==> src/rtl/mag_cmp_pkg.sv <==
// mag_cmp_pkg: shared response record and id-width helper for the arbitrated comparator
package mag_cmp_pkg;
    localparam int MAX_IDW = 4;
    typedef struct packed {
        logic [MAX_IDW-1:0] id;
        logic               grt;
        logic               lst;
        logic               eql;
    } rsp_t;
    function automatic int idw(input int n);
        return (n < 2) ? 1 : $clog2(n);
    endfunction
endpackage

==> src/rtl/mag_cmp_base.sv <==
// mag_cmp_base: unsigned magnitude comparator, direct or borrow-based per IMPLEMENTATION
module mag_cmp_base #(
    parameter int WIDTH          = 32,
    parameter int IMPLEMENTATION = 0
) (
    input  logic [WIDTH-1:0] a,
    input  logic [WIDTH-1:0] b,
    output logic             grt,
    output logic             lst
);
    if (IMPLEMENTATION == 1) begin : g_sub
        logic [WIDTH:0] d;
        assign d   = {1'b0, a} - {1'b0, b};
        assign lst = d[WIDTH];
        assign grt = !d[WIDTH] && (|d[WIDTH-1:0]);
    end else begin : g_dir
        assign grt = a > b;
        assign lst = a < b;
    end
endmodule

==> src/rtl/mag_cmp_arb.sv <==
// mag_cmp_arb: round-robin arbitrated shared magnitude comparator; MAG_CMP_ARB_EQL_EN adds rsp_eql
module mag_cmp_arb
    import mag_cmp_pkg::*;
#(
    parameter int  WIDTH          = 32,
    parameter int  REQN           = 4,
    parameter int  IMPLEMENTATION = 0,
    localparam int IDW            = idw(REQN)
) (
    input  logic                       clk,
    input  logic                       rst,
    input  logic [REQN-1:0]            req_vld,
    input  logic [REQN-1:0][WIDTH-1:0] req_val,
    input  logic [REQN-1:0][WIDTH-1:0] req_rfr,
    output logic [REQN-1:0]            req_rdy,
    output logic                       rsp_vld,
    input  logic                       rsp_rdy,
    output logic [IDW-1:0]             rsp_id,
    output logic                       rsp_grt,
    output logic                       rsp_lst
`ifdef MAG_CMP_ARB_EQL_EN
    ,
    output logic                       rsp_eql
`endif
);
    logic [IDW-1:0] ptr, gnt_id;
    logic [IDW:0]   j;
    logic           hit, load, hs, cmp_grt, cmp_lst;
    rsp_t           r, nxt;
    logic           unused;

    // Rotating priority search starting at ptr.
    always_comb begin
        gnt_id = '0;
        hit    = 1'b0;
        j      = '0;
        for (int k = 0; k < REQN; k++) begin
            j = {1'b0, ptr} + (IDW+1)'(k);
            if (j >= (IDW+1)'(REQN)) j = j - (IDW+1)'(REQN);
            if (!hit && req_vld[j[IDW-1:0]]) begin
                hit    = 1'b1;
                gnt_id = j[IDW-1:0];
            end
        end
    end

    assign load    = !rsp_vld || rsp_rdy;
    assign req_rdy = (!rst && load && hit) ? (REQN'(1) << gnt_id) : '0;
    assign hs      = |req_rdy;

    mag_cmp_base #(
        .WIDTH          (WIDTH),
        .IMPLEMENTATION (IMPLEMENTATION)
    ) u_cmp (
        .a   (req_val[gnt_id]),
        .b   (req_rfr[gnt_id]),
        .grt (cmp_grt),
        .lst (cmp_lst)
    );

    always_comb begin
        nxt     = '0;
        nxt.id  = MAX_IDW'(gnt_id);
        nxt.grt = cmp_grt;
        nxt.lst = cmp_lst;
`ifdef MAG_CMP_ARB_EQL_EN
        nxt.eql = !(cmp_grt || cmp_lst);
`endif
    end

    always_ff @(posedge clk) begin
        if (rst) begin
            r       <= '0;
            rsp_vld <= 1'b0;
            ptr     <= '0;
        end else if (hs) begin
            r       <= nxt;
            rsp_vld <= 1'b1;
            ptr     <= (gnt_id == IDW'(REQN-1)) ? '0 : gnt_id + 1'b1;
        end else if (rsp_rdy) begin
            rsp_vld <= 1'b0;
        end
    end

    assign rsp_id  = r.id[IDW-1:0];
    assign rsp_grt = r.grt;
    assign rsp_lst = r.lst;
`ifdef MAG_CMP_ARB_EQL_EN
    assign rsp_eql = r.eql;
`endif
    assign unused  = ^r;
endmodule

==> config.mk <==
export PLATFORM = sky130hd
export DESIGN_NAME = mag_cmp_arb
export DESIGN_NICKNAME = d
export VERILOG_FILES = /design/src/rtl/mag_cmp_pkg.sv /design/src/rtl/mag_cmp_base.sv /design/src/rtl/mag_cmp_arb.sv
export SDC_FILE = /design/constraint.sdc
export NUM_CORES = 1
export LEC_CHECK = 0
export CAP_MARGIN = 20
export CORE_MARGIN = 2
export CORE_UTILIZATION = 31
export DETAILED_ROUTE_END_ITERATION = 12
export PLACE_DENSITY = 0.8
export SYNTH_ARGS = -nofsm -noshare
export SYNTH_HDL_FRONTEND = slang
export SYNTH_HIERARCHICAL = 1
export SYNTH_SLANG_ARGS = --single-unit
export TNS_END_PERCENT = 10
==> constraint.sdc <==
create_clock -name clk -period 3.7 [get_ports clk]
set_input_delay 0.74 -clock clk [delete_from_list [all_inputs] [get_ports clk]]
set_output_delay 0.74 -clock clk [all_outputs]
set_load 0.005 [all_outputs]
Word level (Yosys, flattened, before mapping):

Index checks and enable logic that the tools add are counted.
Widths: inputs -> output; s select.

* register bits after elaboration: 7
* bits in latches: 0
* bits in writable memories: 0
* memory bits (read-only): 0
* logic and storage cells: 67
* memories: 0

* add/sub/neg operators: 8
* multipliers: 0
* divide/modulo/power cells: 0
* magnitude comparators: 11
* eq/ne operators: 1
* shift operators: 1
* mux-type cells: 28
* bitwise gates (word level): 0
* reductions and logical operators: 13

Operators with widths (number)
* $bmux 32 s2: 2
* $mux 32: 2
* $gt 32x32->1: 1
* $lt 32x32->1: 1
* $mux 2: 9
* $lt 2x3->1 const B: 5
* $mux 1: 10
* $ge 3x3->1 const B: 3
* $bmux 1 s2: 4
* $sub 2x1->2 const B: 4
* $add 2x2->3 const B: 2
* $logic_and 1x1->1: 5
* $logic_not 1->1: 5
* $mux 4: 1
* $reduce_or 4->1: 1
* $shl 1x2->4 const A: 1
* $add 2x1->3 const B: 1
* $ge 2x3->1 const B: 1
* $add 2x1->2 const B: 1
* $eq 2x2->1 const B: 1
* $reduce_bool 2->1: 1
* $logic_or 1x1->1: 1

Logic depth before layout (Yosys ltp):

Gate-level depths: netlist of the first run.

* depth in word-level cells: 18
* mapped depth: 17

Modules after synthesis:

The synthesis of the first run kept the hierarchy.

Modules (own cells, without submodules)
* mag_cmp_arb: instances 1, cells an instance 265, area an instance 2522.4 µm², seq. area each 140.1 µm²
* mag_cmp_base: instances 1, cells an instance 114, area an instance 817.0 µm², seq. area each 0.0 µm²

Worst setup path before layout of the first run:

Ideal clock, no wire load.

* path kind: in2reg
* from: input req_vld[2]
* to: register r, in the netlist rsp_lst
* setup time: 0.101 ns
* arrival: 3.469 ns
* setup slack: 0.130 ns
* stages: 17
* cells stage by stage: nor2b_1 -> o21a_1 -> or4_1 -> clkbuf_1 -> buf_6 -> buf_6 -> mux2i_1 -> mux2i_1 -> inv_1 -> ha_1 -> a21oi_2 -> nand2_1 -> a221o_1 -> o31ai_1 -> and2_1 -> o21ai_1 -> o41ai_1

* longest elaborated chain between the ends: 15

Ends and longest elaborated chain
* start: declaration: RTL line mag_cmp_arb.sv:12 `input logic [REQN-1:0] req_vld,`
* $bmux 1 s2: RTL line mag_cmp_arb.sv:40 `if (!hit && req_vld[j[IDW-1:0]]) begin`
* $mux 1 (not written as such): RTL line mag_cmp_arb.sv:40
* $mux 1: RTL line mag_cmp_arb.sv:40
* $logic_not 1->1: RTL line mag_cmp_arb.sv:40
* $logic_and 1x1->1: RTL line mag_cmp_arb.sv:40
* $mux 1: RTL line mag_cmp_arb.sv:40
* $logic_not 1->1: RTL line mag_cmp_arb.sv:40
* $logic_and 1x1->1: RTL line mag_cmp_arb.sv:40
* $mux 1: RTL line mag_cmp_arb.sv:40
* $logic_not 1->1: RTL line mag_cmp_arb.sv:40
* $logic_and 1x1->1: RTL line mag_cmp_arb.sv:40
* $mux 2 *: RTL line mag_cmp_arb.sv:40
* $bmux 32 s2, on equally long branches: RTL line mag_cmp_arb.sv:55, mag_cmp_arb.sv:56
* $mux 32, on equally long branches: RTL line mag_cmp_arb.sv:55, mag_cmp_arb.sv:56
* $lt 32x32->1 *: RTL line mag_cmp_base.sv:18 `assign lst = a < b;`
* net cmp_lst: RTL line mag_cmp_arb.sv:28 `logic hit, load, hs, cmp_grt, cmp_lst;`
* end signal: assignment: RTL line mag_cmp_arb.sv:77 `r <= nxt;`
* end: declaration: RTL line mag_cmp_arb.sv:29 `rsp_t r, nxt;`

Mark *: on every way through the listed nets, which the timed path passes. The rest lies on a longest branch. The select of a mux whose other input is x is not followed.
A chain may end at the register's enable or synchronous reset.

Worst setup path after layout of the first run:

Ends and elaborated chain as after synthesis.

==> results of run 1 <==
[final timing paths]
kind             end  slack (ns)  depth (start not counted)
min reg2reg  rsp_grt        0.46                          2
max reg2reg  rsp_lst        0.31                         17
min          rsp_grt        0.46                          2
max          rsp_lst        0.05                         18
[cell type report]
type / instances / share of cell area
sequential: 7 / 0.0200
inverter: 38 / 0.0205
tap: 136 / 0.0242
timing repair buffer: 341 / 0.491
clock buffer: 4 / 0.00641
multi-input combinational: 310 / 0.438
[through the flow]
| step | setup WS [ns] | setup TNS, ns | instance area, µm² | total power [W] |
|---|---|---|---|---|
| 5_1_grt | -0.109 | -0.208 | 7020 | 0.00371 |
| 3_5_place_dp | -0.697 | -1.75 | 6490 | 0.00277 |
| 4_1_cts | 0.0103 | 0 | 6850 | 0.00327 |
| 3_3_place_gp | -0.632 | -1.51 | 6490 | 0.00268 |
| 6_report | 0.0473 | 0 | 7020 | 0.00341 |
| 2_1_floorplan | 0.130 | 0 | 3340 | 0.00182 |
[state kept, by name (all words and copies together) (netlist names)]
name and cells:
rsp_vld 1, rsp_lst 1, rsp_grt 1, rsp_id 2, ptr 2
[power breakdown]
part / total, W / switching [W] / internal (W)
combinational: 0.00318 / 0.00138 / 0.00180
sequential: 0.000121 / 0.0000184 / 0.000102
clock: 0.000109 / 0.0000341 / 0.0000746
total: 0.00341 / 0.00143 / 0.00198
[cells in the final DEF (no fill, tap or decap), types with 2 or more instances in the layout]
cell               n
nand4_1            6
nor3_1             4
and4_1             3
mux2i_1          187
ha_1              25
mux2i_2            4
and2_1             6
o21ai_1            6
a21oi_1           14
buf_8              3
inv_1             37
buf_12             3
nand2_1            7
a21oi_2            2
nor2b_4            2
o21a_1             2
buf_4             53
clkdlybuf4s50_1  267
nand3_1            4
clkbuf_8           3
buf_6              6
buf_16             7
nor2_1             3
nor2b_1            2
a221oi_2           2
dfxtp_1            7
ha_4               8
o41ai_1            4
[kinds of logic (layout without fill, tap and decap cells)]
kind of cell,count (synthesis),in the layout,share of synthesized area
and+or+nand+nor,43,43,0.0753
buffers and inverters,62,383,0.101
adders and majority gates,34,34,0.127
muxes,192,192,0.575
DFF,7,7,0.0420
AOI/OAI and AO/OA,41,41,0.0791
[layer usage]
layer | global-route usage | vias to the layer above | part of all wire | wire length (µm)
met1 | 0.237 | 1872 | 0.36 | 5080
met5 | 0 | - | 0 | 0
li1 | - | 2055 | - | -
met2 | 0.479 | 175 | 0.55 | 7680
met3 | 0.0381 | 28 | 0.065 | 908
met4 | 0.0742 | 0 | 0.029 | 408
[what timing repair did]
action,4_1_cts,5_1_grt
gates cloned,5,0
setup buffers,9,3
pin swaps,14,15
setup endpoints to repair,5,3
resized for setup,37,31
[critical path, stage by stage]
cell and delay [ns]:
buf_8 0.10, nor2b_4 0.12, o21a_1 0.19, or4_4 0.46, buf_12 0.18, buf_16 0.15, buf_6 0.12, mux2i_2 0.14
mux2i_1 0.13, inv_1 0.06, ha_1 0.28, nand4_1 0.15, nor2_1 0.08, a221o_1 0.33, o31ai_2 0.26, and2_1 0.15
o21ai_1 0.05, o41ai_1 0.06
==> results by group, run 1 <==
Floorplanning
  • Die Width: 108 µm
  • Die height: 108 µm
  • Core area: 0.0104 mm²
  • Site Rows: 37
  • Starting Density: 0.322
  • I/O pin total: 272
  • Die Area: 0.0116 mm²

STA
  • Clk_skew: 0.00519 ns
  • Max-slew violations: 0
  • Final min period: 3.65 ns
  • Fmax: 274 MHz
  • RSZ-0062 raised after global routing: yes
  • Endpoints failing setup: 0
  • Final period utilization: 0.987
  • Hold_ws: 0.463 ns
  • Hold Vio Cnt, Final: 0
  • Worst Max-Slew Pin Slew: 0.420 ns
  • Rel. slew slack: 0.717

Placed design
  • DP Cell Count: 816
  • GPL Wtd Cong: 0.797
  • Dpl hpwl: 11800 µm
  • # port buffers: 271

Route
  • Aggregate routed wire length: 14100 µm
  • Vias: 4130
  • Drt first pass iters: 4
  • Avg Vias per Cell: 4.94
  • Initial DRC Count: 80
  • WL per Instance: 16.8 µm
  • Detail Route Antenna Nets: 0
  • DRC errors left: 0

Final layout
  • Post-Route Utilization: 0.677
  • NumNets Final: 998
  • Synth-to-layout area growth: 110%
  • Multi-input logic area: 0.00308 mm²
  • Post-Layout Cell Count: 836
  • Layout cell share with drive strength beyond 1: 0.151
  • Seq. cell area: 140 µm²
  • # fillers: 840
  • Antenna cells: 0

Logic synthesis
  • Synth top area share: 0.575
  • YS warnings: 6
  • Top_reg_cell synth: dfxtp_1
  • Cell Area, Synth: 0.00334 mm²
  • Syn Inst Count: 379
  • Synth area leader: mux2i_1
  • Most instantiated cells after synthesis: 192 x mux2i_1, 37 x inv_1, 34 x ha_1
  • Async SR Flop Fraction: 0
  • Number of flops mapped to enable cells by yosys: 0
  • Yosys cell types: 35
  • Syn Area/Cell: 8.81 µm²
  • Sequential cell area fraction in the yosys report: 0.0420
  • Most common cell in the netlist: mux2i_1
  • Ranking of synthesized cells by area: mux2i_1 58%, ha_1 13%, buf_6 4.4%, dfxtp_1 4.2%, inv_1 4.2%
  • Synth Net Count: 676
  • Post-synthesis register bit count: 7

Clocking
  • Post-CTS Hold Fix Bufs: 0
  • Worst skew pair latency: 0.23 ns
  • Reg clk slew, reported paths: 0.04 ns
  • CTS tree: done
  • Clock Sinks: 7
  • Root buf cell: clkbuf_8
  • Longest Clk Path Bufs: 2
  • H-tree Lvls: 1
  • CTS Buf Count: 3

Global route
  • First-pass GRT wire length: 21500 µm
  • Number of global-route vias before repair: 4546
  • GRT overflow: 0
  • Initial antenna violation count: 0
  • Largest net degree at the start of global routing: 29
  • GRT Util Overall: 0.235

Pwr
  • Power per cell area: 485 mW/mm²
  • VDD IR max: 0.000246 V
  • Leak: 3.30 nW

Setup path
  • Setup crit end kind: register
  • Critical path startpoint category: input pin
  • Crit path launch: req_vld[2]
  • Critical path arrival: 3.78 ns
  • WS Path Type: input pin to register
  • CP Max Fanout: 8
  • Critical path data required time: 3.82 ns
  • R2R Path Start: ptr[0]

Worst hold path
  • Beginning of the worst hold path: rsp_grt
  • Hold WC Path Type: register to register

Run status
  • Status: complete, no violations

Job
  • Max-cap check violation count: 0
(Power assumes the default switching activity.)
==> run 2, diff against run 1 <==
Settings changed: ABC_AREA from default to 1, CORE_UTILIZATION 31 to 35, PLACE_DENSITY 0.8 to 0.79.
==> run 2 against run 1 <==
First-iteration DRC count grew to 5.6 times the previous value. Largest power group unchanged. Power is 140% higher. Maximum frequency up 8.2%. Critical endpoint is now req_rdy[3]. Register-to-register slack better by 0.11 ns. Critical path depth decreased by 4. Largest cell class is now multi-input gates. Core utilization shrank 4.0 points. Synthesized cell count grew 130%.
==> results by group, run 2 <==
STA
  • RSZ-0062 raised after global routing: no
  • Fin Setup TNS: 0 ns (unchanged)
  • Hold_ws: 0.510 ns (+0.0475 ns)
  • Rel. slew slack: 0.677 (-0.0402)
  • Fmax: 296 MHz (+8.2%)
  • Final min period: 3.38 ns (-0.276 ns)
  • Max-slew violations: 0 (unchanged)
  • Endpoints failing setup: 0 (unchanged)
  • Clk_skew: 0.00147 ns (-0.00373 ns)
  • Final period utilization: 0.913 (-0.0745)
  • Worst Max-Slew Pin Slew: 0.483 ns (+0.0628 ns)
  • Hold Vio Cnt, Final: 0 (unchanged)
  • Setup ws final: 0.323 ns (+0.276 ns)

Logic synthesis
  • Synth top area share: 0.323 (-0.252)
  • Top_reg_cell synth: dfxtp_1
  • Syn Inst Count: 881 (+130%)
  • Sequential cell area fraction in the yosys report: 0.0313 (-0.0107)
  • Syn Area/Cell: 5.09 µm² (-42%)
  • Most instantiated cells after synthesis: 386 x nand2_1, 139 x nand3_1, 118 x inv_1
  • Post-synthesis register bit count: 7 (unchanged)
  • Synth area leader: nand2_1
  • Cell Area, Synth: 0.00448 mm² (+34%)
  • YS warnings: 6 (unchanged)
  • Synth Net Count: 1178 (+74%)
  • Async SR Flop Fraction: 0 (unchanged)
  • Number of flops mapped to enable cells by yosys: 0 (unchanged)
  • Yosys cell types: 30 (-14%)
  • Most common cell in the netlist: nand2_1
  • Ranking of synthesized cells by area: nand2_1 32%, nand3_1 16%, nand3b_1 11%, inv_1 9.9%, ha_1 9.5%

Setup path
  • Critical path startpoint category: input pin
  • WS Path Type: input pin to output pin
  • CP Max Fanout: 8 (unchanged)
  • Setup crit end kind: output pin
  • Worst R2R Setup Slack: 0.42 ns (+0.11 ns)
  • Critical path arrival: 2.64 ns (-1.14 ns)
  • Critical path data required time: 2.96 ns (-0.86 ns)

Global route
  • GRT Util Overall: 0.251 (+0.0160)
  • Number of global-route vias before repair: 5892 (+30%)
  • First-pass GRT wire length: 27500 µm (+28%)
  • Initial antenna violation count: 1 (+1)
  • GRT overflow: 0 (unchanged)
  • Largest net degree at the start of global routing: 60 (+110%)

Placed design
  • Dpl hpwl: 14600 µm (+24%)
  • Setup Slack @ Placement: -0.171 ns (+0.526 ns)
  • # port buffers: 271 (unchanged)
  • DP Cell Count: 1307 (+60%)
  • GPL Wtd Cong: 0.895 (+12%)

Clocking
  • Reg clk slew, reported paths: 0.04 ns (about the same)
  • Root buf cell: clkbuf_16
  • CTS tree: done
  • Worst skew pair latency: 0.24 ns (about the same)
  • Clock Sinks: 7 (unchanged)
  • Post-CTS Hold Fix Bufs: 0 (unchanged)
  • Longest Clk Path Bufs: 2 (unchanged)
  • CTS Buf Count: 3 (unchanged)
  • H-tree Lvls: 1 (unchanged)

Run status
  • Status: complete, no violations

Floorplanning
  • I/O pin total: 272 (unchanged)
  • Die Area: 0.0137 mm² (+18%)
  • Site Rows: 41 (+11%)
  • Starting Density: 0.356 (+0.0345)
  • Die Width: 117 µm (+8.7%)
  • Core area: 0.0126 mm² (+21%)
  • Die height: 117 µm (+8.7%)

Pwr
  • Power per cell area: 1000 mW/mm² (+110%)
  • Leak: 4.21 nW (+28%)
  • Total chip power: 0.00802 W (+140%)
  • VDD IR max: 0.000654 V (+170%)

Route
  • Drt first pass iters: 5 (+1)
  • Avg Vias per Cell: 4.82 (-2.3%)
  • Initial DRC Count: 449 (+460%)
  • DRC errors left: 0 (unchanged)
  • WL per Instance: 14.7 µm (-13%)
  • Detail Route Antenna Nets: 0 (unchanged)
  • Vias: 6412 (+55%)
  • Aggregate routed wire length: 19500 µm (+39%)

Final layout
  • Synth-to-layout area growth: 78.7%
  • Most frequent cells in the layout: 375 x nand2_1, 265 x clkdlybuf4s50_1, 137 x nand3_1
  • NumNets Final: 1454 (+46%)
  • Most common cell after layout, fill and taps aside: nand2_1
  • Layout cell share with drive strength beyond 1: 0.0969 (-0.0545)
  • # fillers: 1184 (+41%)
  • Post-Layout Cell Count: 1329 (+59%)

Worst hold path
  • Hold WC Path Type: register to register

Job
  • Max-cap check violation count: 0 (unchanged)
==> run 2: changes by cell type after synthesis, sizes merged, moves of 3 or more <==
cell	before	now
a21oi	17	21
and2	6	1
and4	3	0
buf	18	56
clkbuf	6	2
inv	38	121
mux2i	192	0
nand2	7	392
nand3	4	143
nand3b	0	65
nand4	6	2
nor2	3	22
nor2b	4	0
o41ai	4	0
==> run 2: kinds of logic (layout without fill, tap and decap cells) <==
group	Yosys count	after routing	synth area share
flip-flops	7	7	0.0313
other	0	1	0
AND/OR/NAND/NOR	627	628	0.636
adder cells (fa/ha/maj)	34	34	0.0949
AO/OA/AOI/OAI	33	33	0.0410
buffers and inverters	180	454	0.196
==> run 2: worst paths after layout <==
path / from / to / cells after the start
worst max-delay path: req_vld[2] / req_rdy[3] / 14
worst min-delay path: rsp_id[0] / rsp_id[0] / 2
worst max register to register: ptr[0] / rsp_lst / 26
worst min register to register: rsp_id[0] / rsp_id[0] / 2
==> run 2: timing repair <==
| action | in CTS | in global routing |
|---|---|---|
| gates resized for setup | 4 | 49 |
| setup buffers | 0 | 8 |
| endpoints found under the setup margin | 2 | 5 |
| gates cloned | 0 | 9 |
| pin swaps | 0 | 13 |
==> run 2: routing by layer <==
metal | vias to the layer above | wire [µm] | GRT usage | share of wire
li1 | 3312 | - | - | -
met1 | 2833 | 8640 | 0.316 | 0.44
met2 | 244 | 9130 | 0.445 | 0.47
met3 | 23 | 1450 | 0.0453 | 0.074
met4 | 0 | 332 | 0.0541 | 0.017
met5 | - | 0 | 0 | 0
==> run 2: cell type report <==
class                      count  area (µm²)  share of cell area
inverter                     122         458              0.0572
antenna                        1        2.50            0.000313
sequential                     7         140              0.0175
multi-input combinational    695        3640               0.454
timing repair buffer         328        3470               0.434
tap                          172         215              0.0269
clock buffer                   4        78.8             0.00985
==> run 2: through the flow <==
stage / area (µm²) / util
after floorplan: 4480 / -
after global placement: 7450 / 0.593
after detailed placement: 7450 / 0.593
after CTS: 7540 / 0.600
after global routing: 8010 / 0.637
final: 8010 / 0.637
==> run 2: worst max-delay path, stage by stage <==
cell,delay (ns)
dlymetal6s2s_1,0.12
inv_2,0.06
o21ai_2,0.15
nand2_1,0.08
nand2_2,0.10
nand2_2,0.06
nand2_1,0.07
nand2_2,0.09
nand2_8,0.15
buf_12,0.16
buf_8,0.14
nand2_1,0.09
nor2_1,0.11
clkdlybuf4s50_1,0.52
==> run 2: power by group <==
part | switching [W] | internal, W | total [W]
combinational | 0.00437 | 0.00332 | 0.00769
clock | 0.0000509 | 0.000144 | 0.000195
sequential | 0.0000283 | 0.000107 | 0.000135
total | 0.00445 | 0.00357 | 0.00802
==> run 3, diff against run 2 <==
Settings changed: CAP_MARGIN 20 to default, MAX_ROUTING_LAYER from default to met4.
==> run 3 against run 2 <==
Sequential share of layout area rose by 0.079 points. Final area shrank 4.3%. Clock power shrank 3%. Via count is 0.78% lower. Critical endpoint is now req_rdy[0].
==> results by group, run 3 (synthesized netlist as in run 2, its figures left out) <==
Setup path
  • R2R Path Start: ptr[0]
  • Worst setup path endpoint: req_rdy[0]
  • R2R depth: 21 (-19%)
  • WS Path Type: input pin to output pin
  • R2r endpoint: rsp_lst
  • Setup crit end kind: output pin
  • Worst R2R Setup Slack: 0.45 ns (+0.03 ns)
  • Critical path startpoint category: input pin
  • CP Max Fanout: 5 (-3)
  • Critical path arrival: 2.94 ns (+0.30 ns)
  • Crit path launch: req_vld[2]
  • Critical path data required time: 2.96 ns (about the same)

Floorplanning
  • I/O pin total: 272 (unchanged)
  • Site Rows: 41 (unchanged)
  • Die height: 117 µm (unchanged)
  • Die Area: 0.0137 mm² (unchanged)
  • Core area: 0.0126 mm² (unchanged)
  • Starting Density: 0.356 (unchanged)
  • Die Width: 117 µm (unchanged)

Clocking
  • Root buf cell: clkbuf_16
  • Worst skew pair latency: 0.23 ns (about the same)
  • H-tree Lvls: 1 (unchanged)
  • Clock Sinks: 7 (unchanged)
  • CTS tree: done
  • CTS Buf Count: 3 (unchanged)
  • Reg clk slew, reported paths: 0.04 ns (about the same)
  • Post-CTS Hold Fix Bufs: 0 (unchanged)
  • Longest Clk Path Bufs: 2 (unchanged)

STA
  • Hold_ws: 0.500 ns (-0.0103 ns)
  • RSZ-0062 raised after global routing: yes
  • Rel. slew slack: 0.683 (+0.00617)
  • Hold Vio Cnt, Final: 0 (unchanged)
  • Clk_skew: 0.00159 ns (+0.000120 ns)
  • Endpoints failing setup: 0 (unchanged)
  • Max-slew violations: 0 (unchanged)
  • Fmax: 272 MHz (-8.1%)
  • Final period utilization: 0.993 (+0.0807)
  • Worst Max-Slew Pin Slew: 0.474 ns (-0.00923 ns)
  • Final min period: 3.68 ns (+0.299 ns)

Job
  • Max-cap check violation count: 0 (unchanged)

Global route
  • Number of global-route vias before repair: 5762 (-2.2%)
  • First-pass GRT wire length: 27500 µm (-0.13%)
  • Initial antenna violation count: 1 (unchanged)
  • Largest net degree at the start of global routing: 66 (+10%)
  • GRT Util Overall: 0.258 (+0.00735)
  • GRT overflow: 0 (unchanged)

Final layout
  • Fin area: 0.00766 mm² (-4.3%)
  • Synth-to-layout area growth: 71.0%
  • Layout cell share with drive strength beyond 1: 0.0665 (-0.0304)
  • Most common cell after layout, fill and taps aside: nand2_1
  • NumNets Final: 1441 (-0.89%)
  • Most frequent cells in the layout: 382 x nand2_1, 267 x clkdlybuf4s50_1, 139 x nand3_1

Worst hold path
  • Beginning of the worst hold path: rsp_id[0]
  • Hold WC Path Type: register to register

Placed design
  • # port buffers: 271 (unchanged)
  • DP Area: 0.00745 mm² (unchanged)
  • GPL Wtd Cong: 0.915 (+2.2%)
  • Dpl hpwl: 14600 µm (-0.25%)

Route
  • Avg Vias per Cell: 4.83 (+0.20%)
  • Drt first pass iters: 5 (unchanged)
  • Aggregate routed wire length: 18400 µm (-5.8%)
  • Vias: 6362 (-0.78%)
  • Detail Route Antenna Nets: 0 (unchanged)
  • Initial DRC Count: 509 (+13%)
  • DRC errors left: 0 (unchanged)
  • WL per Instance: 14.0 µm (-4.8%)

Run status
  • Status: complete, no violations

Pwr
  • Power per cell area: 946 mW/mm² (-5.6%)
  • Leak: 4.09 nW (-2.9%)
  • VDD IR max: 0.000662 V (+1.2%)
==> run 3: metrics by stage <==
stage          setup TNS, ns  worst slack, ns  total power [W]  utilization  std cells
6_report                   0           0.0244          0.00725        0.610       1316
3_3_place_gp          -0.512           -0.184          0.00670        0.593       1307
5_1_grt               -0.586           -0.245          0.00821        0.610       1316
4_1_cts              -0.0173          -0.0173          0.00704        0.601       1312
3_5_place_dp          -0.631           -0.208          0.00674        0.593       1307
2_1_floorplan              0            0.749          0.00497            -        881
==> run 3: layout make-up <==
class,instances,area [µm²]
diodes,1,2.50
clock buffers,4,78.8
fillers,1282,4910
inverters,122,458
multi-input cells,695,3530
flip-flops and latches,7,140
well taps,172,215
repair buffers,315,3240
==> run 3: worst min-delay path by stage <==
stage / end / cells past startpoint
final: rsp_id[0] / 2
after global routing: rsp_id[0] / 2
after CTS: rsp_id[0] / 2
after detailed placement: rsp_id[0] / 2
after global placement: rsp_id[0] / 2
after floorplan: rsp_id[0] / 2
==> run 3: power breakdown <==
group | internal [W] | switching [W] | total [W]
Sequential | 0.000107 | 0.0000288 | 0.000136
Clock | 0.000144 | 0.0000457 | 0.000189
Combinational | 0.00284 | 0.00408 | 0.00692
Total | 0.00309 | 0.00416 | 0.00725
==> run 3: per-layer routing <==
layer	track usage	up-vias	routed length, µm
met2	0.430	246	8510
met1	0.332	2802	8170
met4	0.0604	0	408
met3	0.0360	28	1330
met5	-	-	0
li1	-	3286	-
==> run 3: worst max-delay path, stage by stage <==
cell,delay [ns]
clkdlybuf4s50_1,0.50
inv_1,0.07
nand2_1,0.06
nand3_1,0.09
nand2_2,0.13
clkinv_1,0.10
nand3_2,0.14
nand2_8,0.10
nand2_8,0.12
ha_2,0.19
inv_1,0.05
nor2_2,0.12
clkdlybuf4s50_1,0.51
==> run 3: repair_timing <==
action                                 4_1_cts  5_1_grt
pin swaps                                    2        3
endpoints found under the hold margin        0        0
gates cloned                                 0        2
setup endpoints to repair                    4        5
resized for setup                            6       14
buffers inserted                             1        1
